File: src/rtl/palette_pkg.sv
// palette_pkg: shared widths, byte-lane enables and FSM state types for the palette controller.
package palette_pkg;
    localparam int PAL_IDX_W = 8;
    localparam int PAL_DW    = 16;

    localparam logic LANE_LO = 1'b0;
    localparam logic LANE_HI = 1'b1;

    localparam logic [1:0] BEN_LO  = 2'b01;
    localparam logic [1:0] BEN_HI  = 2'b10;
    localparam logic [1:0] BEN_ALL = 2'b11;

    typedef enum logic [1:0] {HIDLE, HWR, HRD} host_state_e;
    typedef enum logic [1:0] {FIDLE, FRUN, FDONE} fill_state_e;

    function automatic logic [1:0] lane_ben(input logic lane);
        return (lane == LANE_HI) ? BEN_HI : BEN_LO;
    endfunction
endpackage

File: src/rtl/palette_fill_seq.sv
// palette_fill_seq: walks an inclusive index range writing one colour, yielding to host writes.
module palette_fill_seq
    import palette_pkg::*;
#(
    parameter int IW = PAL_IDX_W,
    parameter int DW = PAL_DW
) (
    input  logic          clk_i,
    input  logic          rst_n_i,
    input  logic          stall_i,
    input  logic          start_i,
    input  logic [IW-1:0] first_i,
    input  logic [IW-1:0] last_i,
    input  logic [DW-1:0] color_i,
    output logic          wr_req_o,
    output logic [IW-1:0] wr_addr_o,
    output logic [DW-1:0] wr_data_o,
    output logic          busy_o,
    output logic          done_o
);
    fill_state_e   state_q, state_d;
    logic [IW:0]   ptr_q, ptr_d;
    logic [IW-1:0] last_q, last_d;
    logic [DW-1:0] color_q, color_d;

    always_ff @(posedge clk_i or negedge rst_n_i) begin
        if (!rst_n_i) begin
            state_q <= FIDLE;
            ptr_q   <= '0;
            last_q  <= '0;
            color_q <= '0;
        end else begin
            state_q <= state_d;
            ptr_q   <= ptr_d;
            last_q  <= last_d;
            color_q <= color_d;
        end
    end

    // The pointer carries one spare bit so a range ending at the top index stops instead of wrapping.
    always_comb begin
        state_d  = state_q;
        ptr_d    = ptr_q;
        last_d   = last_q;
        color_d  = color_q;
        wr_req_o = 1'b0;
        case (state_q)
            FIDLE: if (start_i) begin
                ptr_d   = {1'b0, first_i};
                last_d  = last_i;
                color_d = color_i;
                state_d = (first_i > last_i) ? FDONE : FRUN;
            end
            FRUN: if (!stall_i) begin
                wr_req_o = 1'b1;
                ptr_d    = ptr_q + 1'b1;
                state_d  = (ptr_q == {1'b0, last_q}) ? FDONE : FRUN;
            end
            default: state_d = FIDLE;
        endcase
    end

    assign wr_addr_o = ptr_q[IW-1:0];
    assign wr_data_o = color_q;
    assign busy_o    = (state_q == FRUN);
    assign done_o    = (state_q == FDONE);
endmodule

File: src/rtl/palette_ctrl.sv
// palette_ctrl: arbitrates the palette RAM ports between video lookups, host byte access and the fill sequencer.
module palette_ctrl
    import palette_pkg::*;
#(
    parameter  int ENTRIES = 256,
    parameter  int DW      = PAL_DW,
    localparam int IW      = $clog2(ENTRIES),
    localparam int BW      = DW / 2
) (
    input  logic          clk_i,
    input  logic          rst_n_i,
    input  logic          host_req_i,
    input  logic          host_we_i,
    input  logic [IW:0]   host_addr_i,
    input  logic [BW-1:0] host_wdata_i,
    output logic          host_ack_o,
    output logic [BW-1:0] host_rdata_o,
    input  logic          vid_rd_en_i,
    input  logic [IW-1:0] vid_idx_i,
    output logic          vid_valid_o,
    output logic [DW-1:0] vid_rdata_o,
    input  logic          fill_start_i,
    input  logic [IW-1:0] fill_first_i,
    input  logic [IW-1:0] fill_last_i,
    input  logic [DW-1:0] fill_color_i,
    output logic          fill_busy_o,
    output logic          fill_done_o,
    output logic          pal_wr_en_o,
    output logic [1:0]    pal_ben_o,
    output logic [IW-1:0] pal_wr_addr_o,
    output logic [DW-1:0] pal_wr_data_o,
    output logic          pal_rd_en_o,
    output logic [IW-1:0] pal_rd_addr_o,
    input  logic [DW-1:0] pal_rd_data_i
);
    host_state_e   hst_q, hst_d;
    logic          lane_q, lane_d;
    logic          vid_valid_q;
    logic          wr_en_q, wr_en_d;
    logic [1:0]    ben_q, ben_d;
    logic [IW-1:0] wr_addr_q, wr_addr_d;
    logic [DW-1:0] wr_data_q, wr_data_d;
    logic          host_wr, host_rd;
    logic          fill_req;
    logic [IW-1:0] fill_addr;
    logic [DW-1:0] fill_data;

    assign host_wr = (hst_q == HIDLE) && host_req_i && host_we_i;
    assign host_rd = (hst_q == HIDLE) && host_req_i && !host_we_i && !vid_rd_en_i;

    palette_fill_seq #(.IW(IW), .DW(DW)) u_fill (
        .clk_i     (clk_i),
        .rst_n_i   (rst_n_i),
        .stall_i   (host_wr),
        .start_i   (fill_start_i),
        .first_i   (fill_first_i),
        .last_i    (fill_last_i),
        .color_i   (fill_color_i),
        .wr_req_o  (fill_req),
        .wr_addr_o (fill_addr),
        .wr_data_o (fill_data),
        .busy_o    (fill_busy_o),
        .done_o    (fill_done_o)
    );

    always_ff @(posedge clk_i or negedge rst_n_i) begin
        if (!rst_n_i) begin
            hst_q       <= HIDLE;
            lane_q      <= LANE_LO;
            vid_valid_q <= 1'b0;
            wr_en_q     <= 1'b0;
            ben_q       <= '0;
            wr_addr_q   <= '0;
            wr_data_q   <= '0;
        end else begin
            hst_q       <= hst_d;
            lane_q      <= lane_d;
            vid_valid_q <= vid_rd_en_i;
            wr_en_q     <= wr_en_d;
            ben_q       <= ben_d;
            wr_addr_q   <= wr_addr_d;
            wr_data_q   <= wr_data_d;
        end
    end

    always_comb begin
        hst_d     = (hst_q == HIDLE) ? (host_wr ? HWR : host_rd ? HRD : HIDLE) : HIDLE;
        lane_d    = (host_wr || host_rd) ? host_addr_i[0] : lane_q;
        wr_en_d   = host_wr || fill_req;
        ben_d     = host_wr ? lane_ben(host_addr_i[0]) : fill_req ? BEN_ALL : 2'b00;
        wr_addr_d = host_wr ? host_addr_i[IW:1] : fill_req ? fill_addr : '0;
        wr_data_d = host_wr ? {host_wdata_i, host_wdata_i} : fill_req ? fill_data : '0;
    end

    // Read-side outputs are combinational, so they are gated to keep every output low during reset.
    assign pal_rd_en_o   = rst_n_i && (vid_rd_en_i || host_rd);
    assign pal_rd_addr_o = !rst_n_i ? '0 : vid_rd_en_i ? vid_idx_i : host_rd ? host_addr_i[IW:1] : '0;
    assign vid_rdata_o   = rst_n_i ? pal_rd_data_i : '0;
    assign vid_valid_o   = vid_valid_q;
    assign host_ack_o    = (hst_q != HIDLE);
    assign host_rdata_o  = (hst_q != HRD) ? '0 : (lane_q == LANE_HI) ? pal_rd_data_i[DW-1:BW] : pal_rd_data_i[BW-1:0];
    assign pal_wr_en_o   = wr_en_q;
    assign pal_ben_o     = ben_q;
    assign pal_wr_addr_o = wr_addr_q;
    assign pal_wr_data_o = wr_data_q;
endmodule
File: config.mk
export PLATFORM = sky130hd
export DESIGN_NAME = palette_ctrl
export DESIGN_NICKNAME = d
export VERILOG_FILES = /design/src/rtl/palette_pkg.sv /design/src/rtl/palette_fill_seq.sv /design/src/rtl/palette_ctrl.sv
export SDC_FILE = /design/constraint.sdc
export NUM_CORES = 1
export LEC_CHECK = 0
export ABC_AREA = 1
export CORE_MARGIN = 2
export CORE_UTILIZATION = 30
export DETAILED_ROUTE_END_ITERATION = 10
export PLACE_DENSITY_LB_ADDON = 0.25
export SYNTH_ARGS = -nofsm -noshare
export SYNTH_HDL_FRONTEND = slang
export SYNTH_HIERARCHICAL = 1
export SYNTH_SLANG_ARGS = --single-unit
export TNS_END_PERCENT = 10
File: constraint.sdc
create_clock -name clk_i -period 1.5 [get_ports clk_i]
set_input_delay 0.3 -clock clk_i [delete_from_list [all_inputs] [get_ports clk_i]]
set_output_delay 0.3 -clock clk_i [all_outputs]
set_load 0.05 [all_outputs]
==> results of run 1 <==
==> logic make-up after synthesis <==
family                     count (synthesis)
muxes                                     16
buffers and inverters                    108
and+or+nand+nor                          195
xor gates and xnor gates                   2
DFF                                       66
AOI/OAI and AO/OA                         66
adders and majority gates                  9
==> flip-flops by register name, indices dropped and copies added, names as in the netlist <==
signal	cells
pal_wr_data_o	16
u_fill/wr_data_o	16
u_fill/ptr_q	9
pal_wr_addr_o	8
u_fill/last_q	8
hst_q	2
pal_ben_o	2
u_fill/state_q	2
lane_q	1
pal_wr_en_o	1
vid_valid_o	1
==> stage by stage <==
step                      setup TNS, ns  hold slack, ns
after floorplan                   -4.61         0.00441
after global placement           -14.94           0.329
after detailed placement         -15.88           0.326
after CTS                         -5.55           0.171
after global routing              -7.57           0.207
final                             -5.34           0.148
==> Yosys cell counts <==
cell | count | area (µm²)
nand2_1 | 108 | 405
inv_1 | 77 | 289
dfrtp_1 | 66 | 1650
nor2_1 | 40 | 150
o21ai_2 | 25 | 219
nand3_2 | 24 | 240
a21oi_1 | 16 | 80.1
mux2_4 | 13 | 195
o21ai_0 | 13 | 65.1
buf_4 | 11 | 82.6
ha_1 | 9 | 113
buf_6 | 8 | 90.1
nand3_1 | 7 | 35.0
buf_2 | 6 | 30.0
o21ai_1 | 6 | 30.0
inv_2 | 4 | 15.0
mux2_2 | 3 | 33.8
nand2_4 | 3 | 33.8
nand4_1 | 3 | 18.8
a31oi_1 | 2 | 12.5
clkinv_1 | 2 | 7.51
nor2_4 | 2 | 22.5
o22ai_1 | 2 | 12.5
a21o_1 | 1 | 7.51
a2bb2oi_2 | 1 | 15.0
nand2_2 | 1 | 6.26
nand3_4 | 1 | 17.5
nand3b_1 | 1 | 7.51
nand4_4 | 1 | 21.3
nor2_8 | 1 | 20.0
nor3_1 | 1 | 5.00
nor3_2 | 1 | 10.0
or2_2 | 1 | 6.26
xnor2_1 | 1 | 8.76
xor2_1 | 1 | 8.76
==> repair_timing <==
action	CTS	global route
endpoints found under the hold margin	21	0
endpoints found under the setup margin	21	49
hold buffers	3	0
cloned	0	1
pin swaps	0	1
buffers inserted	1	1
resized for setup	8	11
==> path summary, 6_finish.rpt <==
| path | to | cells past startpoint | startpoint |
|---|---|---|---|
| max in group asynchronous | pal_wr_addr_o[3] | 3 | rst_n_i |
| hold reg to reg | u_fill/last_q[1] | 2 | u_fill/last_q[1] |
| hold / removal | u_fill/wr_data_o[9] | 2 | rst_n_i |
| min in group clk_i | u_fill/last_q[1] | 2 | u_fill/last_q[1] |
| setup / recovery | pal_rd_addr_o[0] | 6 | hst_q[1] |
| setup reg to reg | u_fill/ptr_q[6] | 10 | hst_q[1] |
==> layer usage <==
metal / up-vias / wire (µm)
met5: - / 0
met1: 1684 / 4820
met4: 0 / 51
met2: 109 / 5630
met3: 4 / 565
li1: 1800 / -
==> layout make-up <==
| cell class | count | area share [%] |
|---|---|---|
| clock inverter | 7 | 1.49 |
| tap | 176 | 3.20 |
| multi-input combinational | 289 | 27.3 |
| sequential | 66 | 24.1 |
| timing repair buffer | 194 | 36.1 |
| clock buffer | 9 | 3.28 |
| inverter | 83 | 4.53 |
==> power breakdown <==
part           switching [µW]  internal (µW)
registers                 653           2530
logic                    3170           2940
clock network             813           1470
==> results.md, run 1 <==
- Outcome: complete, but fails checks
- Failing checks: negative setup slack
- RePlAce Congestion: ~0.85
- Final Cycle Share: 125%
- GRT met1 Usage: 20.0%
- Largest net degree at the start of global routing: between 40 and 50
- Area Growth Syn to Fin: 73.3%
- Final Util: 52.5%
- Synth cell types: 35
- Max_cap viols: 0
- PwrDens: roughly 1700 nW/µm²
- Drt wl/cell: 13.4 µm
- Vias in the first global route: about 3700
- Clk root buf: clkbuf_16
- Mux share of post-synthesis cell area: under 10%
- Port Buffers: about 140
- Post-Syn Area: 3970 µm²
- Post-Synth XOR/XNOR Area: less than 1%
- Initial Utilization: just over 30%
- FILL cells: between 1000 and 1500
- Crit-path max FO: 4
- Leading cell types in the layout, fill and taps excluded: nand2_1, clkdlybuf4s50_1, inv_1, buf_12, dfrtp_1
- Pre-CTS WS: -0.445 ns
- Placed insts: between 800 and 900
- Crit path kind: reg2out
- Syn_area_per_cell: around 8.6 µm²
- Clk slew on worst S/H paths: around 0.060 ns
- Critical Path Most Common Cell: nor2_1
- Mapped Cells: 462
- # nets final: 731
- Die height: between 100 and 150 µm
- R2r setup slk: around 0.02 ns
- Non-Filler Cell Area, Final: between 6000 and 7000 µm²
- Synth Area in Simple Gates: around 25%
- Global Route Usage Sum: 16.1%
- Critical Path Source Type: flop
- DR vias/cell: 4.37
- Slew @ Worst Pin: about 0.56 ns
- CP bufs+invs: 1
- Vias: around 3600
- Final WS setup: -0.370 ns
- Family with the most delay on the worst path: simple AND/OR/NAND/NOR gates
- Grt met3 use: approximately 3.7%
- Gr ovfl total: 0
- Core area: about 13000 µm²
- Met2 Track Usage GR: 28.5%
- Final WL: approximately 11000 µm
- Seq/Total Area, Yosys: approximately two fifths
- Syn. warnings: 6
- CP max stage delay: 0.40 ns
- Crit-path cells: nor2_4, nand4_2, nor2_1, nor2_1, nor2_2, buf_12
- Largest family of logic cells by synthesized area: simple AND/OR/NAND/NOR gates
- Slew Viols, Final: 0
- Die area: between 10000 and 15000 µm²
- Final setup vio count: 20
- Detail Placement HPWL: 8640 µm
- CP Data Required Time: around 1.2 ns
- VDD IR max: approximately 0.0009 V
- Area of the multi-input gates: around 1900 µm²
- Initial antenna violation count: 0
- # diodes: 0
- H-tree levels: 3
- Normalized max-slew margin: between 60 and 70%
- DP Area: between 6000 and 7000 µm²
- Post-route ant nets: 0
- Tmin final: ~1.9 ns
- Total power: between 10000 and 15000 µW
- Row count: 42
- Synth Register Bits: between 60 and 70
- DR pass1 iterations: 4
- Synth Area in Compound Gates: approximately 11%
- Total CTS buffers: 9
- Clock buffer depth: 2
- Sequential cell area: roughly 1700 µm²
- CTS sink count: 66
- Iteration-0 DRC Markers: between 200 and 250
- I/O pin total: between 100 and 150
- Final Skew: between 0.008 and 0.009 ns
- Worst skew pair latency: around 0.33 ns
- Lkg Pwr: about 0.0034 µW
- Worst hold path class: in2async
- Grt peak-use layer: met2
- Arr. time, crit path: roughly 1.6 ns
- DRC: 0
- Critical path endpoint category: output port
- Crit-path slowest cell: dfrtp_1
- Fmax: 535 MHz
- Hold Fails Final Rpt: 0
- RSZ-0062 raised after global routing: true
- Post-Synth Adder-Cell Area: approximately 2.8%
- First-pass GRT wire length: ~18000 µm
- Layout cells sized above 1: 36.1%
- Die width: between 100 and 150 µm
- CTS tree: built
- Final Instance Count excl. Fillers: approximately 820
- Syn Nets: 550
- Commonest non-fill, non-tap cell in the layout: nand2_1
Power figures use the tool's default switching activity.
==> inputs of run 2 (changes only) <==
Settings changed: HOLD_SLACK_MARGIN set to 0.1, RECOVER_POWER set to 100, SETUP_SLACK_MARGIN set to 0.3.
==> results.md, run 2 (same netlist as run 1, synthesis figures left out) <==
- Area Growth Syn to Fin: 74.8%
- # diodes: 0
- Clock buffer depth: 2
- Global Route Usage Sum: between 10% and 20%
- Tmin final: around 1.8 ns
- Leading cell types in the layout, fill and taps excluded: nand2_1, dfrtp_1, buf_12, inv_1, clkdlybuf4s50_1
- Layout cells sized above 1: between 40% and 50%
- Slew @ Worst Pin: 0.972 ns
- Critical Path Source: hst_q[0]
- RSZ-0062 raised after global routing: true
- H-tree levels: 3
- Worst hold path class: in2reg
- Max_cap viols: 0
- RePlAce Congestion: 0.815
- First-pass GRT wire length: between 15000 and 20000 µm
- Slew Viols, Final: 0
- Final Cycle Share: 123%
- Post-route ant nets: 0
- Final setup vio count: 55
- Die area: 14200 µm²
- DP Area: between 6000 and 7000 µm²
- Setup TNS: -7.58 ns
- Fmax: 542 MHz
- DRC: 0
- Clk slew on worst S/H paths: 0.06 ns
- Crit path kind: reg2out
- Total CTS buffers: 9
- Die height: between 100 and 150 µm
- Clk root buf: clkbuf_16
- I/O pin total: between 100 and 150
- Largest net degree at the start of global routing: 43
- DR pass1 iterations: 4
- Final WS setup: -0.344 ns
- Non-Filler Cell Area, Final: approximately 7000 µm²
- Arr. time, crit path: approximately 1.5 ns
- Outcome: complete, but fails checks
- Vias in the first global route: roughly 3700
- Final Skew: 0.00674 ns
- Final WL: approximately 11000 µm
- Initial Utilization: a little under a third
- Lkg Pwr: between 0.003 and 0.004 µW
- DR vias/cell: 4.44
- # nets final: around 730
- CTS sink count: between 60 and 70
- CP Data Required Time: roughly 1.2 ns
- Initial antenna violation count: 0
- Normalized max-slew margin: a little over a third
- Row count: 42
- Core area: between 10000 and 15000 µm²
- R2r startpoint: hst_q[0]
- Vias: 3634
- Hold_sp: fill_last_i[1]
- Iteration-0 DRC Markers: about 190
- Critical Path Source Type: flop
- Gr ovfl total: 0
- Critical path endpoint category: output port
- Worst skew pair latency: approximately 0.33 ns
- Commonest non-fill, non-tap cell in the layout: nand2_1
- VDD IR max: between 0.0008 and 0.0009 V
- CTS tree: built
- Crit-path max FO: 5
- Drt wl/cell: 13.6 µm
- Hold Fails Final Rpt: 0
- PwrDens: between 1500 and 2000 nW/µm²
- Detail Placement HPWL: roughly 8600 µm
- Die width: 119 µm
- Port Buffers: about 140
- Failing checks: negative setup slack
==> run 2: per-layer routing <==
| metal | share of wire [%] | GRT usage [%] |
|---|---|---|
| met4 | 0.73 | 4.24 |
| met2 | 49 | 27.6 |
| met5 | 0 | 0 |
| met3 | 5.9 | 3.88 |
| met1 | 44 | 20.9 |
==> run 2: timing repair <==
action                                 in CTS  in global routing
buffers inserted                            4                  1
setup endpoints to repair                 105                119
cloned                                      0                  1
hold buffers                                1                  0
endpoints found under the hold margin       1                  0
resized for setup                          52                 18
pin swaps                                   9                  4
==> run 2: stage by stage <==
stage | utilization (%) | std cells | worst slack [ns] | total power [µW] | hold slack (ns)
after floorplan | - | 462 | 0.0286 | 6860 | 0.00441
after global placement | 50.2 | 796 | -0.320 | 9190 | 0.295
after detailed placement | 50.2 | 796 | -0.372 | 9310 | 0.295
final | 53.0 | 819 | -0.344 | 11500 | 0.297
after global routing | 53.0 | 819 | -0.406 | 12200 | 0.299
after CTS | 53.4 | 817 | -0.319 | 11700 | 0.258
==> run 2: area by class of cell <==
type	instances	area, µm²
clock buffers	9	225
inverters	83	319
multi-input cells	289	2070
clock inverters	7	103
fillers	1170	6150
flip-flops and latches	66	1650
well taps	176	220
repair buffers	189	2340
==> run 2: critical path, stage by stage (launching register included) <==
cell	delay, ns
dfrtp_1	0.40
nor2_4	0.17
nand4_4	0.17
nor2_1	0.15
nor2_1	0.08
nor2_4	0.10
buf_12	0.15
==> run 2: where the power goes <==
group / internal (µW) / switching (µW) / total, µW
Combinational: 2750 / 3280 / 6030
Clock: 1470 / 825 / 2290
Sequential: 2520 / 631 / 3150
==> run 2: final timing paths <==
path | cells past startpoint | endpoint | slack (ns)
worst min register to register | 2 | u_fill/last_q[1] | 0.49
max in group asynchronous | 3 | u_fill/state_q[1] | 0.30
worst max-delay path | 6 | pal_rd_addr_o[0] | -0.34
worst max register to register | 12 | u_fill/ptr_q[6] | -0.14
min in group asynchronous | 3 | pal_wr_data_o[6] | 0.35
worst min-delay path | 3 | u_fill/last_q[1] | 0.30
==> inputs of run 3 (changes only) <==
Settings changed: CAP_MARGIN set to 20.
==> results of run 3 <==
Final layout, timing and power as in run 2 (identical DEF).
